**src/rtl/apb_irq_ctrl.sv**
```systemverilog
// APB interrupt controller: fixed-priority arbitration of NUM_IRQ sources onto one
// CPU request, with per-source enable, edge/level mode and a claim/complete handshake.
module apb_irq_ctrl #(
    parameter int NUM_IRQ              = 11,
    parameter int APB_SLAVE_ADDR_WIDTH = 12,
    parameter int BUS_DATA_WIDTH       = 32
) (
    input  logic                               PCLK,
    input  logic                               PRESETn,
    input  logic                               PSEL,
    input  logic                               PENABLE,
    input  logic [APB_SLAVE_ADDR_WIDTH-1:0]    PADDR,
    input  logic                               PWRITE,
    input  logic [BUS_DATA_WIDTH-1:0]          PWDATA,
    output logic [BUS_DATA_WIDTH-1:0]          PRDATA,
    output logic                               PREADY,
    output logic                               PSLVERR,
    input  logic [NUM_IRQ-1:0]                 irq_i,
    output logic                               irq_o,
    output logic [$clog2(NUM_IRQ+1)-1:0]       irq_id_o
);
    localparam int ID_W = $clog2(NUM_IRQ + 1);

    localparam logic [0:0] S_IDLE    = 1'b0;
    localparam logic [0:0] S_SERVICE = 1'b1;

    localparam logic [2:0] A_PENDING  = 3'd0;
    localparam logic [2:0] A_ENABLE   = 3'd1;
    localparam logic [2:0] A_MODE     = 3'd2;
    localparam logic [2:0] A_PEND_CLR = 3'd3;
    localparam logic [2:0] A_CLAIM    = 3'd4;
    localparam logic [2:0] A_COMPLETE = 3'd5;
    localparam logic [2:0] A_STATUS   = 3'd6;

    logic [0:0]         r_state;
    logic [0:0]         w_state_nx;
    logic [NUM_IRQ-1:0] r_irq_prev;
    logic [NUM_IRQ-1:0] r_pending;
    logic [NUM_IRQ-1:0] r_enable;
    logic [NUM_IRQ-1:0] r_mode;
    logic [NUM_IRQ-1:0] w_rise;
    logic [NUM_IRQ-1:0] w_cand;
    logic [NUM_IRQ-1:0] w_claim_mask;
    logic [NUM_IRQ-1:0] w_clr;
    logic [NUM_IRQ-1:0] w_pending_nx;
    logic [ID_W-1:0]    r_svc_id;
    logic [ID_W-1:0]    r_irq_id;
    logic [ID_W-1:0]    w_cand_id;
    logic               r_irq;
    logic [2:0]         w_idx;
    logic               w_acc;
    logic               w_rd;
    logic               w_wr;
    logic               w_in_svc;
    logic               w_claim;
    logic               w_complete_ok;
    logic               w_err;
    logic               w_unused;

    assign w_acc    = PSEL & PENABLE;
    assign w_wr     = w_acc & PWRITE;
    assign w_rd     = w_acc & ~PWRITE;
    assign w_idx    = PADDR[4:2];
    assign w_in_svc = (r_state == S_SERVICE);
    assign w_unused = ^{PADDR[APB_SLAVE_ADDR_WIDTH-1:5], PADDR[1:0],
                        PWDATA[BUS_DATA_WIDTH-1:NUM_IRQ]};

    assign w_rise = irq_i & ~r_irq_prev;
    assign w_cand = r_pending & r_enable;

    // Ascending scan so the highest set index is the one left standing.
    always_comb begin
        w_cand_id = '0;
        for (int i = 0; i < NUM_IRQ; i++) begin
            if (w_cand[i]) w_cand_id = ID_W'(i + 1);
        end
    end

    assign w_claim       = w_rd && (w_idx == A_CLAIM) && !w_in_svc && (w_cand_id != '0);
    assign w_complete_ok = w_wr && (w_idx == A_COMPLETE) && w_in_svc &&
                           (PWDATA[ID_W-1:0] == r_svc_id);

    always_comb begin
        w_claim_mask = '0;
        for (int i = 0; i < NUM_IRQ; i++) begin
            if (w_claim && (w_cand_id == ID_W'(i + 1))) w_claim_mask[i] = 1'b1;
        end
    end

    assign w_clr = w_claim_mask |
                   ((w_wr && (w_idx == A_PEND_CLR)) ? PWDATA[NUM_IRQ-1:0] : '0);

    // Edge bits are sticky with set-over-clear; level bits simply track the source.
    assign w_pending_nx = (r_mode & (w_rise | (r_pending & ~w_clr))) | (~r_mode & irq_i);

    always_comb begin
        w_state_nx = r_state;
        if (w_claim)            w_state_nx = S_SERVICE;
        else if (w_complete_ok) w_state_nx = S_IDLE;
    end

    always_comb begin
        w_err = 1'b0;
        if (w_acc) begin
            case (w_idx)
                A_PENDING, A_CLAIM, A_STATUS: w_err = PWRITE;
                A_COMPLETE:                   w_err = PWRITE & ~w_complete_ok;
                A_ENABLE, A_MODE, A_PEND_CLR: w_err = 1'b0;
                default:                      w_err = 1'b1;
            endcase
        end
    end

    always_comb begin
        PRDATA = '0;
        if (w_rd) begin
            case (w_idx)
                A_PENDING: PRDATA[NUM_IRQ-1:0] = r_pending;
                A_ENABLE:  PRDATA[NUM_IRQ-1:0] = r_enable;
                A_MODE:    PRDATA[NUM_IRQ-1:0] = r_mode;
                A_CLAIM:   PRDATA[ID_W-1:0]    = w_in_svc ? '0 : w_cand_id;
                A_STATUS: begin
                    PRDATA[0]         = w_in_svc;
                    PRDATA[4 +: ID_W] = r_svc_id;
                end
                default:   PRDATA = '0;
            endcase
        end
    end

    assign PREADY   = 1'b1;
    assign PSLVERR  = w_err;
    assign irq_o    = r_irq;
    assign irq_id_o = r_irq_id;

    always_ff @(posedge PCLK or negedge PRESETn) begin
        if (!PRESETn) begin
            r_state    <= S_IDLE;
            r_irq_prev <= '0;
            r_pending  <= '0;
            r_enable   <= '0;
            r_mode     <= '0;
            r_svc_id   <= '0;
            r_irq      <= 1'b0;
            r_irq_id   <= '0;
        end else begin
            r_state    <= w_state_nx;
            r_irq_prev <= irq_i;
            r_pending  <= w_pending_nx;
            if (w_wr && (w_idx == A_ENABLE)) r_enable <= PWDATA[NUM_IRQ-1:0];
            if (w_wr && (w_idx == A_MODE))   r_mode   <= PWDATA[NUM_IRQ-1:0];
            if (w_claim)            r_svc_id <= w_cand_id;
            else if (w_complete_ok) r_svc_id <= '0;
            // The request drops in the same edge that enters SERVICE.
            r_irq    <= (w_state_nx == S_IDLE) && (w_cand_id != '0);
            r_irq_id <= w_cand_id;
        end
    end
endmodule

```
**config.mk**
```make
export PLATFORM = sky130hd
export DESIGN_NAME = apb_irq_ctrl
export DESIGN_NICKNAME = d
export VERILOG_FILES = /design/src/rtl/apb_irq_ctrl.sv
export SDC_FILE = /design/constraint.sdc
export NUM_CORES = 1
export LEC_CHECK = 0
export ABC_AREA = 1
export BUFFER_PORTS_ARGS = -buffer_cell sky130_fd_sc_hd__buf_2
export CELL_PAD_IN_SITES_DETAIL_PLACEMENT = 0
export CELL_PAD_IN_SITES_GLOBAL_PLACEMENT = 1
export CORE_MARGIN = 1
export CORE_UTILIZATION = 38
export DETAILED_ROUTE_END_ITERATION = 12
export GPL_ROUTABILITY_DRIVEN = 0
export PLACE_DENSITY = 0.93
export SLEW_MARGIN = 20
export SYNTH_ARGS = -nofsm -noshare
export SYNTH_HDL_FRONTEND = slang
export SYNTH_SLANG_ARGS = --single-unit
```
**constraint.sdc**
```tcl
create_clock -name PCLK -period 2.8 [get_ports PCLK]
set_input_delay 0.28 -clock PCLK [delete_from_list [all_inputs] [get_ports PCLK]]
set_output_delay 0.28 -clock PCLK [all_outputs]
set_load 0.02 [all_outputs]
```
### Word level (Yosys, flattened, before mapping)

Index checks and enable logic that the tools add are counted.

* register bits: 54
* bits of input ports: 60
* output and inout bits: 39
* word-level logic and storage cells: 106

* equality and inequality tests: 18
* mux-type cells: 35
* bitwise operators: 18
* reduce and logical (&&, ||, !) cells: 27

Operators with widths (number)
* bitwise AND 11 bit: 5
* two-way mux 4 bit: 11
* inverter 11 bit: 3
* OR 11 bit: 3
* two-way mux 11 bit: 2
* logical AND 1 bit: 21
* equality test 4 x 3 -> 1 bit (second input constant): 4
* equality test 4 bit (second input constant): 4
* one-hot mux 4 bit (4 select lines): 1
* two-way mux 1 bit: 15
* one-hot mux 3 bit (4 select lines): 1
* equality test 3 bit (second input constant): 3
* one-hot mux 3 bit (3 select lines): 1
* equality test 4 x 2 -> 1 bit (second input constant): 2
* equality test 3 x 2 -> 1 bit (second input constant): 2
* OR reduction 3 bit: 2
* one-hot mux 1 bit (5 select lines): 1
* bitwise AND 1 bit: 4
* equality test 4 x 1 -> 1 bit (second input constant): 1
* equality test 4 bit: 1
* two-way mux 2 bit: 2
* nonzero test 4 bit: 1
* equality test 3 x 1 -> 1 bit (second input constant): 1
* logical NOT 3 bit: 1
* 4 further kinds: 6

### Longest topological paths before layout

* word-level depth: 22
* gate-level depth with buffers: 15
* depth with buffers taken out: 15

### Worst setup path before layout

Ideal clock, no wire load.

* path kind: register to output
* from: reg r_pending[1]
* to: out PRDATA[0]
* arrival time: 1.407 ns
* data required time: 2.520 ns
* path slack: 1.113 ns
* cell stages (with the launch flop): 14
* path buffers: 0
* path through: dfrtp_1 nand2_1 nand2_1 nand2_1 nand2_1 nand2_1 nand2_1 nand2_1 nand2_1 nand2_1 nand2_2 inv_1 nand2_1 a31oi_1

* cells in the longest elaborated chain, start to end: 14

Ends and longest elaborated chain
* start, declared: line 38 `logic [NUM_IRQ-1:0] r_pending;`
* start signal, assigned: line 149 `r_pending <= w_pending_nx;`
* bitwise AND 11 bit: line 69 `assign w_cand = r_pending & r_enable;`
* two-way mux 2 bit (2 in series): line 75 `if (w_cand[i]) w_cand_id = ID_W'(i + 1);`
* two-way mux 4 bit (8 in series): line 75
* net w_cand_id[0]: line 48 `logic [ID_W-1:0] w_cand_id;`
* two-way mux 4 bit: line 121 `A_CLAIM: PRDATA[ID_W-1:0] = w_in_svc ? '0 : w_cand_id;`
* one-hot mux 1 bit (5 select lines): line 117 `case (w_idx)`
* two-way mux 11 bit: line 116 `if (w_rd) begin`
* end, declared: line 15 `output logic [BUS_DATA_WIDTH-1:0] PRDATA,`

The timed path passes the listed nets, and every way through them passes these cells.

### Worst setup path in the final report

* from: reg r_svc_id[0]
* to: out PSLVERR

* cells in the longest elaborated chain, start to end: 6

Ends and longest elaborated chain
* start, declared: line 46 `logic [ID_W-1:0] r_svc_id;`
* start signal, assigned: line 152 `if (w_claim) r_svc_id <= w_cand_id;`
* equality test 4 bit: line 81 `(PWDATA[ID_W-1:0] == r_svc_id);`
* logical AND 1 bit: line 80 `assign w_complete_ok = w_wr && (w_idx == A_COMPLETE) && w_in_svc &&`
* inverter 1 bit: line 107 `A_COMPLETE: w_err = PWRITE & ~w_complete_ok;`
* bitwise AND 1 bit: line 107
* one-hot mux 1 bit (3 select lines): line 105 `case (w_idx)`
* two-way mux 1 bit: line 104 `if (w_acc) begin`
* end, declared: line 17 `output logic PSLVERR,`

Every way passes these cells.

==> impl_metrics.yaml <==
floorplanning:
  die-area_sq_mm: 0.00782
  pin_count: 99
  die_h_um: 88.4
  core_sq_mm: 0.00725
  rows: 31
  die_w_um: 88.4
  start_util_pct: 39.1
route:
  finalWirelength_um: 7190
  wl_per_cell_um: 14.0
  via_per_inst: 4.89
  vias: 2513
  drtIter0Drc: 241
  route.detailed.drc: 0
  route.antenna.remaining_nets: 0
  dr.pass1.iters: 5
power_and_ir_drop:
  p_int_uw: 1270
  p_leak_uw: 0.00162
  p_switching_uw: 703
  seqPwrFrac_pct: 51.9
  ir_drop_uv: 221
  power_density_mw_per_mm2: 616
  p_clk_share_pct: 22.9
  swShare_pct: 35.6
  pwr-share-comb_pct: 25.2
clocking:
  cts_resized: 0
  ctsHoldBuffers: 0
  htree_levels: 2
  tritoncts: "done"
  cts_setup_buffers: 0
  clock_sinks: 54
  cts_buffers: 5
  cts_max_path_buffers: 2
  clockRootBuffer: "clkbuf_8"
  clkSlewWorstSetupHoldPaths_ns: 0.10
  clock_insertion_delay_worst_skew_ns: 0.31
sta:
  setup_violations: 0
  clock.fmax_mhz: 429
  fin_skew_ns: 0.00980
  rsz0062_at_grt: "false"
  hold_viol_final: 0
  tns_ns: 0
  fin_crit_sh_pct: 83.2
  relSlewSlack_pct: 46.3
  worst_slew_pin_slew_ns: 0.799
  slew_viol_final: 0
  fin_crit_ns: 2.33
run:
  maxCapViolCount: 0
synthesis:
  synthMuxAreaShare_pct: 0
  synth-compound-area-share_pct: 10.9
  syn_inst: 366
  synth.most_common_cell: "nand2_1"
  synth_seq_area_share_pct: 47.6
  synth_top_family_by_area: "simple AND/OR/NAND/NOR gates"
  synth-adder-area-share_pct: 0
  synthXorXnorAreaFrac_pct: 0.309
  synthArstFlopShare_pct: 100
  synth.distinct_cells: 32
  synth-simple-area-share_pct: 29.0
  syn_area_sq_mm: 0.00284
  ys.warnings.count: 0
  netlist_top_cells_count: "nand2_1 (122), dfrtp_1 (54), nand3_1 (34)"
  synth-edff-count: 0
  yosys.area.top_type: "dfrtp_1"
  syn_avg_cell_area_sq_um: 7.75
  ys_ff_latch: 54
  synth_area_leaders: "dfrtp_1 (48%), nand2_1 (16%), nand3_1 (6.0%), buf_4 (5.8%), inv_1 (4.2%)"
  synth_top_area_share_pct: 47.6
  ys.flop_type: "dfrtp_1"
grt:
  grt_max_degree: 55
  track_usage_pct: 19.4
  antenna_found_initial: 0
  grt_pass1_vias: 2245
  grt-ovfl-total: 0
  grt_pass1_wl_um: 11300
setup_path:
  rr_worst_depth: 9
  max_stage_delay_ns: 0.44
  r2r_end: "r_pending[0]$_DFF_PN0_"
  worst_ep_arrival_time_ns: 2.05
  critPathRequiredTime_ns: 2.52
  critical_path_class: "flop to output pin"
  worst_setup_path_end_kind: "output pin"
  rr_startpoint: "r_pending[3]$_DFF_PN0_"
  cp_cell_sequence: "inv_1, nor2_1, nor4_1, nand4_1, nand3b_1, a31oi_1, buf_2"
  cp-startpoint: "r_svc_id[0]$_DFFE_PN0P_"
  cp-start-kind: "flop"
  cp_max_fo: 6
  r2r_slack_ns: 1.01
  crit_slowest_cell: "dfrtp_1"
  crit_end: "PSLVERR"
final_layout:
  fillers: 766
  syn_to_final_growth_pct: 13.0
  ff_latch_area_sq_mm: 0.00135
  fin_util_pct: 44.2
  multi_input_area_sq_mm: 0.00123
  n_antenna_cell: 0
  final_nets: 474
  drive_gt1_share_pct: 17.8
placement:
  port_buffers: 46
  dpl.hpwl_um: 5180
run_status:
  outcome: "complete, no violations"
min_path:
  holdCritPathClass: "input pin to async pin"
[sequential cells by signal (all words and copies together), names as in the netlist]
signal	flops
irq_o	1
r_irq_prev	11
r_svc_id	4
r_mode	11
r_pending	11
irq_id_o	4
r_state	1
r_enable	11
[power groups by stage]
stage               Clock (uW)  Combinational (uW)  Sequential (uW)
floorplan                    0                 332             1040
global placement             0                 484             1030
detailed placement           0                 496             1040
CTS                        464                 497             1020
global route               493                 560             1040
finish                     453                 497             1020
[stage by stage]
stage          std cells  total power, uW  area [sq um]  hold WS (ns)  worst slack (ns)
4_1_cts              514             1980          3210        0.0805             0.552
3_5_place_dp         506             1530          3120         0.404             0.658
5_1_grt              514             2090          3210        0.0695             0.402
6_report             514             1970          3210        0.0771             0.471
3_3_place_gp         506             1520          3120         0.404             0.693
2_1_floorplan        386             1370          2910       -0.0156              1.11
[how the worst min path moves through the flow]
stage               depth (start not counted)                 endpoint  slack (ns)
floorplan                                   0    irq_id_o[0]$_DFF_PN0_       -0.02
global placement                            1  r_irq_prev[4]$_DFF_PN0_        0.40
detailed placement                          1  r_irq_prev[1]$_DFF_PN0_        0.40
CTS                                         1  r_irq_prev[3]$_DFF_PN0_        0.08
global route                                1  r_irq_prev[3]$_DFF_PN0_        0.07
finish                                      2    r_mode[4]$_DFFE_PN0P_        0.08
[layout make-up]
type                            instances  area share (%)
Clock buffer                            7            2.69
Clock inverter                          1           0.156
Inverter                               36            4.25
Multi-Input combinational cell        265            38.3
Sequential cell                        54            42.1
Tap cell                               99            3.86
Timing Repair Buffer                   52            8.58
[layer usage]
metal / global-route usage (%) / part of all wire (%) / up-vias
met4: 5.87 / 1.0 / 0
met5: 0 / 0 / -
li1: - / - / 1234
met1: 26.8 / 45 / 1166
met2: 31.3 / 48 / 106
met3: 3.17 / 6.7 / 7
[cell usage in the layout (no fill, tap or decap), drive strengths merged]
cell and count:
nand3 34, nor4 2, nand3b 1, a41oi 2, a32o 1, nor3b 1
a21oi 5, xor2 1, a22o 1, buf 52, clkbuf 7, inv 35
o21ai 33, nand2 124, a31oi 6, nand4 1, nor2 17, clkinv 2
nor3 10, dfrtp 54, conb 22, a22oi 4
[critical path: cells and delay by family (launching register included)]
family / cells / cell delay [ns]
AOI/OAI and AO/OA: 1 / 0.10
and+or+nand+nor: 4 / 0.96
buffers and inverters: 2 / 0.24
DFF: 1 / 0.44
[cells by family after synthesis]
| group | count (synthesis) |
|---|---|
| XOR/XNOR | 1 |
| other | 2 |
| flip-flops | 54 |
| AO/OA/AOI/OAI | 52 |
| buffers and inverters | 67 |
| AND/OR/NAND/NOR | 190 |
No activity file was read; power rests on OpenSTA's default activity.
